File: src/rtl/commit_ctrl.sv
// Commit-stage sequencer: in-order retire from the ROB head into the
// RegFile, store handshake with the LSB, and mispredict flush/redirect.
module commit_ctrl #(
  parameter int ROB_IDX_W = 4,
  parameter int REG_IDX_W = 5,
  parameter int XLEN      = 32
) (
  input  logic                 clk,
  input  logic                 rst,
  input  logic                 rdy,
  input  logic                 head_valid,
  input  logic [ROB_IDX_W-1:0] head_rob_index,
  input  logic [1:0]           head_type,
  input  logic [REG_IDX_W-1:0] head_rd,
  input  logic [XLEN-1:0]      head_value,
  input  logic                 head_mispredict,
  input  logic [XLEN-1:0]      head_target_pc,
  output logic                 head_pop,
  output logic                 rob_enable,
  output logic [REG_IDX_W-1:0] rob_commit_index,
  output logic [ROB_IDX_W-1:0] rob_commit_rename,
  output logic [XLEN-1:0]      rob_commit_value,
  output logic                 store_commit_req,
  output logic [ROB_IDX_W-1:0] store_commit_rob,
  input  logic                 store_done,
  output logic                 jump_wrong,
  output logic [XLEN-1:0]      redirect_pc,
  output logic [31:0]          committed_count
);

  localparam logic [1:0] S_COMMIT = 2'd0;
  localparam logic [1:0] S_SWAIT  = 2'd1;
  localparam logic [1:0] S_FLUSH  = 2'd2;

  localparam logic [1:0] T_REG    = 2'd0;
  localparam logic [1:0] T_STORE  = 2'd1;
  localparam logic [1:0] T_BRANCH = 2'd2;
  localparam logic [1:0] T_NOP    = 2'd3;

  logic [1:0]           state_q, state_d;
  logic                 en_q, en_d;
  logic [REG_IDX_W-1:0] idx_q, idx_d;
  logic [ROB_IDX_W-1:0] ren_q, ren_d;
  logic [XLEN-1:0]      val_q, val_d;
  logic                 sreq_q, sreq_d;
  logic [ROB_IDX_W-1:0] srob_q, srob_d;
  logic                 jw_q, jw_d;
  logic [XLEN-1:0]      rpc_q, rpc_d;
  logic [31:0]          cnt_q, cnt_d;
  logic                 pop;

  always_comb begin
    state_d = state_q;
    en_d    = en_q;
    idx_d   = idx_q;
    ren_d   = ren_q;
    val_d   = val_q;
    sreq_d  = sreq_q;
    srob_d  = srob_q;
    jw_d    = jw_q;
    rpc_d   = rpc_q;
    pop     = 1'b0;
    // With rdy=0 everything holds, so a pending write is seen exactly once.
    if (rst && rdy) begin
      en_d = 1'b0;
      case (state_q)
        S_COMMIT: begin
          if (head_valid) begin
            case (head_type)
              T_REG: begin
                pop   = 1'b1;
                en_d  = 1'b1;
                idx_d = head_rd;
                ren_d = head_rob_index;
                val_d = head_value;
              end
              T_BRANCH: begin
                pop = 1'b1;
                if (head_rd != '0) begin
                  en_d  = 1'b1;
                  idx_d = head_rd;
                  ren_d = head_rob_index;
                  val_d = head_value;
                end
                if (head_mispredict) begin
                  jw_d    = 1'b1;
                  rpc_d   = head_target_pc;
                  state_d = S_FLUSH;
                end
              end
              T_STORE: begin
                sreq_d  = 1'b1;
                srob_d  = head_rob_index;
                state_d = S_SWAIT;
              end
              T_NOP: pop = 1'b1;
              default: pop = 1'b0;
            endcase
          end
        end
        S_SWAIT: begin
          if (store_done) begin
            pop     = 1'b1;
            sreq_d  = 1'b0;
            state_d = S_COMMIT;
          end
        end
        S_FLUSH: begin
          jw_d    = 1'b0;
          state_d = S_COMMIT;
        end
        default: state_d = S_COMMIT;
      endcase
    end
    cnt_d = cnt_q + {31'd0, pop};
  end

  always_ff @(posedge clk) begin
    if (!rst) begin
      state_q <= S_COMMIT;
      en_q    <= 1'b0;
      idx_q   <= '0;
      ren_q   <= '0;
      val_q   <= '0;
      sreq_q  <= 1'b0;
      srob_q  <= '0;
      jw_q    <= 1'b0;
      rpc_q   <= '0;
      cnt_q   <= '0;
    end else begin
      state_q <= state_d;
      en_q    <= en_d;
      idx_q   <= idx_d;
      ren_q   <= ren_d;
      val_q   <= val_d;
      sreq_q  <= sreq_d;
      srob_q  <= srob_d;
      jw_q    <= jw_d;
      rpc_q   <= rpc_d;
      cnt_q   <= cnt_d;
    end
  end

  assign head_pop          = pop;
  assign rob_enable        = en_q;
  assign rob_commit_index  = idx_q;
  assign rob_commit_rename = ren_q;
  assign rob_commit_value  = val_q;
  assign store_commit_req  = sreq_q;
  assign store_commit_rob  = srob_q;
  assign jump_wrong        = jw_q;
  assign redirect_pc       = rpc_q;
  assign committed_count   = cnt_q;

endmodule

File: config.mk
export PLATFORM = sky130hd
export DESIGN_NAME = commit_ctrl
export DESIGN_NICKNAME = d
export VERILOG_FILES = /design/src/rtl/commit_ctrl.sv
export SDC_FILE = /design/constraint.sdc
export NUM_CORES = 1
export LEC_CHECK = 0
export CORE_ASPECT_RATIO = 1.1
export CORE_UTILIZATION = 45
export CTS_CLUSTER_DIAMETER = 120
export DETAILED_ROUTE_END_ITERATION = 6
export PLACE_DENSITY = 0.89
export REMOVE_ABC_BUFFERS = 1
export SLEW_MARGIN = 40
export SYNTH_ARGS = -nofsm -noshare
export SYNTH_HDL_FRONTEND = slang
export SYNTH_SLANG_ARGS = --single-unit
File: constraint.sdc
create_clock -name clk -period 8.1 [get_ports clk]
set_input_delay 1.62 -clock clk [delete_from_list [all_inputs] [get_ports clk]]
set_output_delay 1.62 -clock clk [all_outputs]
set_load 0.02 [all_outputs]
Word level (Yosys, flattened, before mapping)
Index checks and enable logic that the tools add are counted.
{"block": "totals", "register_bits": 114, "input_bits": 81, "elab_cells": 66}
{"block": "op_classes", "add_sub_neg": 1, "eq_ne": 13, "muxes": 28, "reduce_logical": 14}
{"cell": "$pmux W32 S2", "count": 1}
{"cell": "$add A32 B1 Y32", "count": 1}
{"cell": "$mux W32", "count": 1}
{"cell": "$reduce_and A5 Y1", "count": 5}
{"cell": "$mux W1", "count": 13}
{"cell": "$pmux W5 S2", "count": 1}
{"cell": "$ne A2 B2 Y1 const B", "count": 4}
{"cell": "$pmux W1 S2", "count": 4}
{"cell": "$pmux W2 S2", "count": 2}
{"cell": "$pmux W4 S2", "count": 1}
{"cell": "$eq A2 B2 Y1 const B", "count": 3}
{"cell": "$mux W2", "count": 3}
{"cell": "$reduce_bool A2 Y1", "count": 3}
{"cell": "$mux W5", "count": 1}
{"cell": "$reduce_bool A5 Y1", "count": 1}
{"cell": "$eq A2 B1 Y1 const B", "count": 2}
{"cell": "$logic_not A2 Y1", "count": 2}
{"cell": "$mux W4", "count": 1}
{"cell": "$ne A2 B1 Y1 const B", "count": 2}
{"cell": "$reduce_and A4 Y1", "count": 1}
{"cell": "$ne A3 B1 Y1 const B", "count": 1}
{"cell": "$ne A3 B3 Y1 const B", "count": 1}
{"cell": "$reduce_or A3 Y1", "count": 1}
{"cell": "$logic_and A1 B1 Y1", "count": 1}

Depth between registers and ports, before layout
{"block": "logic_depth", "ltp_word": 7, "mapped_depth": 13, "ltp_nobuf": 9}

Worst setup path before layout
OpenSTA, ideal clock, no wires.
{"block": "synth_path", "path_kind": "input to output", "start": "input port rst", "end": "output port head_pop", "arrival_time_ns": 3.130, "required_ns": 6.480, "setup_slack_ns": 3.350, "stages": 4, "cell_sequence": "clkbuf_1 -> clkinv_1 -> clkbuf_1 -> nor4_1"}
{"block": "synth_between", "elab_chain_len": 2}
{"item": "start, declared", "line_no": "9", "source": "input logic rst,"}
{"item": "$logic_and A1 B1 Y1", "line_no": "64", "source": "if (rst && rdy) begin"}
{"item": "$mux W1", "line_no": "64"}
{"item": "end, declared", "line_no": "18", "source": "output logic head_pop,"}
Every way passes these cells.

Final worst setup path
Same ends and word-level chain as after synthesis.

==> metrics <==
Avg Cell Area, Syn=9.09 sq um; DP Wirelength=8870 um; Fillers=692; Avg WL per Cell=15.7 um; Arr. time, crit path=3.99 ns; Top Layer Used=met4; CTS buffer count=17; endpoints failing setup=0; critical path class=input pin to output port; sequential area share after synthesis=50.2%; area growth from synthesis to layout=55.1%; headroom to the max-slew limit=47.5%; Synth top area share=50.2%; Worst IR Drop VDD=0.152 mV; Worst Setup Start Kind=input pin; number of diodes=0; # DRC=18; critical path startpoint=rst; area leader, netlist=dfxtp_1; slew at the pin closest to its max-slew limit=0.788 ns; hold_sp=redirect_pc[12]; hold path cells=2; setup bufs post-CTS=0; Tot Pwr=1.36 mW; CP Max Fanout=20; layout cells sized above 1=5.61%; Port Buffers=193; endpoint type of the worst setup path=output port; R2R setup slack=4.48 ns; Max Transition Viols Final=0; Starting Density=46.2%; clock sinks=114; commonest non-fill, non-tap cell in the layout=clkdlybuf4s50_1; CTS tree=done; global-route wire length before repair=19900 um; die width=97.8 um; clk root buf=clkbuf_8; cts repair resizes=0; violated checks=design-rule violations; RSZ-0062 raised after global routing=no; Final min period=5.61 ns; hold buffers post-CTS=0; grt total ovfl=0; worst skew pair latency=0.51 ns; Async S/R FF share, synth=0%; initial antenna violation count=0; Core Area=0.00984 sq mm; FF-to-FF path depth=9; overall global routing resource usage=24.3%; Site Rows=38; worst path required time=6.48 ns; final hold vios=0; Pwr per Cell Area=193 mW/mm^2; met3 WL=1040 um; DR vias=4298; DRT met1 WL=4780 um; total wire length=12800 um; skew final=0.00573 ns; synthesized flop and latch total=114; number of global-route vias before repair=4324; First DRT Iteration DRCs=313; Synth area leaders=dfxtp_1 (50%), mux2i_1 (11%), nand2_1 (6.8%); type of the most critical hold path=flop to flop; Top Ports=194; Layout Nets=767; Top FF cell, synth=dfxtp_1; H-tree depth=4; synth warn=0; Antenna Nets Post-Route=0; Final Cycle Share=69.2%; Clock Pin Slew Worst Setup and Hold Paths=0.05 ns; setup TNS=0 ns; Die Y=107 um; routability cong.=0.886; post-synth cell types=40; Mapped Area=0.00454 sq mm; Max Buffers Root-to-Sink=2; number of vias per cell=5.27; detailed-router iteration count before antenna repair=7; commonest non-fill, non-tap cells in the layout=clkdlybuf4s50_1 (193), dfxtp_1 (114), nand2_1 (82); Post-DP Area=0.00650 sq mm; RR Endpoint=committed_count[22]; Reg-to-Reg Start=state_q[1]; Post-Synthesis Cells=500; die area=0.0105 sq mm; Fmax=178 MHz; leakage=2.43 nW; design area=0.00705 sq mm; Hold Path Sink=redirect_pc[12]; met2 routed wirelength=6530 um; outcome=finished, violations left; Post-synth EDFFs=0; maxcap violations=0; pin count of the biggest net entering global routing=105
[area by class of cell]
cell class / instances / area [sq um] / area share, %
timing repair buffer: 196 / 1960 / 27.8
tap: 120 / 150 / 2.13
inverter: 8 / 30.0 / 0.426
clock buffer: 24 / 470 / 6.67
clock inverter: 6 / 80.1 / 1.14
sequential: 114 / 2280 / 32.4
multi-input combinational: 347 / 2070 / 29.4
[layer usage]
layer,vias up,global-route usage (%)
li1,2087,-
met1,2002,23.9
met2,174,43.4
met3,35,10.5
met4,0,13.1
met5,-,0
[synth_stat cells, types with 2 or more instances]
| cell type | count |
|---|---|
| a21oi_1 | 49 |
| and2_1 | 3 |
| and3_1 | 3 |
| and4_1 | 4 |
| buf_1 | 2 |
| buf_2 | 9 |
| buf_6 | 5 |
| clkbuf_1 | 15 |
| dfxtp_1 | 114 |
| ha_1 | 2 |
| inv_1 | 7 |
| mux2i_1 | 51 |
| nand2_1 | 82 |
| nand2b_1 | 8 |
| nand3_1 | 9 |
| nand4_1 | 7 |
| nor2_1 | 60 |
| nor2b_1 | 2 |
| nor3_1 | 3 |
| nor4_1 | 8 |
| nor4b_1 | 2 |
| o21ai_0 | 6 |
| o221a_2 | 2 |
| o31ai_1 | 8 |
| or3_1 | 7 |
| or4_1 | 9 |
| xnor2_1 | 4 |
| xor2_1 | 7 |
[where the power goes]
part / switching [mW] / internal (mW) / leakage (nW)
Combinational: 0.0406 / 0.0549 / 1.24
Clock: 0.240 / 0.456 / 0.275
Sequential: 0.00403 / 0.568 / 0.920
Total: 0.284 / 1.08 / 2.43
[through the flow]
| stage | setup WS, ns | hold WS (ns) | instances | util, % |
|---|---|---|---|---|
| after global placement | 2.59 | 0.441 | 784 | 65.9 |
| after floorplan | 1.92 | 0.491 | 469 | - |
| after CTS | 2.53 | 0.453 | 815 | 71.6 |
| final | 2.49 | 0.452 | 815 | 71.6 |
| after global routing | 2.43 | 0.471 | 815 | 71.6 |
| after detailed placement | 2.54 | 0.446 | 785 | 66.0 |
[worst max path at each step]
| stage | end | slack, ns |
|---|---|---|
| floorplan | committed_count[22] | 1.92 |
| global placement | head_pop | 2.59 |
| detailed placement | head_pop | 2.54 |
| CTS | head_pop | 2.53 |
| global route | head_pop | 2.43 |
| finish | head_pop | 2.49 |
[worst max-delay path, cell delays in order]
cell,delay [ns]
clkdlybuf4s50_1,0.92
inv_2,0.09
nor4_1,0.60
clkdlybuf4s50_1,0.76
[state kept, by name (all words and copies together), names as in the netlist]
signal             flops
redirect_pc           32
committed_count       32
store_commit_req       1
state_q                2
rob_commit_index       5
rob_commit_rename      4
jump_wrong             1
rob_commit_value      32
rob_enable             1
store_commit_rob       4
[cell families after synthesis]
group | share of synthesized area (%)
AOI/OAI and AO/OA | 9.17
xor gates and xnor gates | 2.12
adders and majority gates | 0.551
buffers and inverters | 4.30
DFF | 50.2
muxes | 11.2
and+or+nand+nor | 22.4
Note: power is estimated with default switching activity, not from simulation.
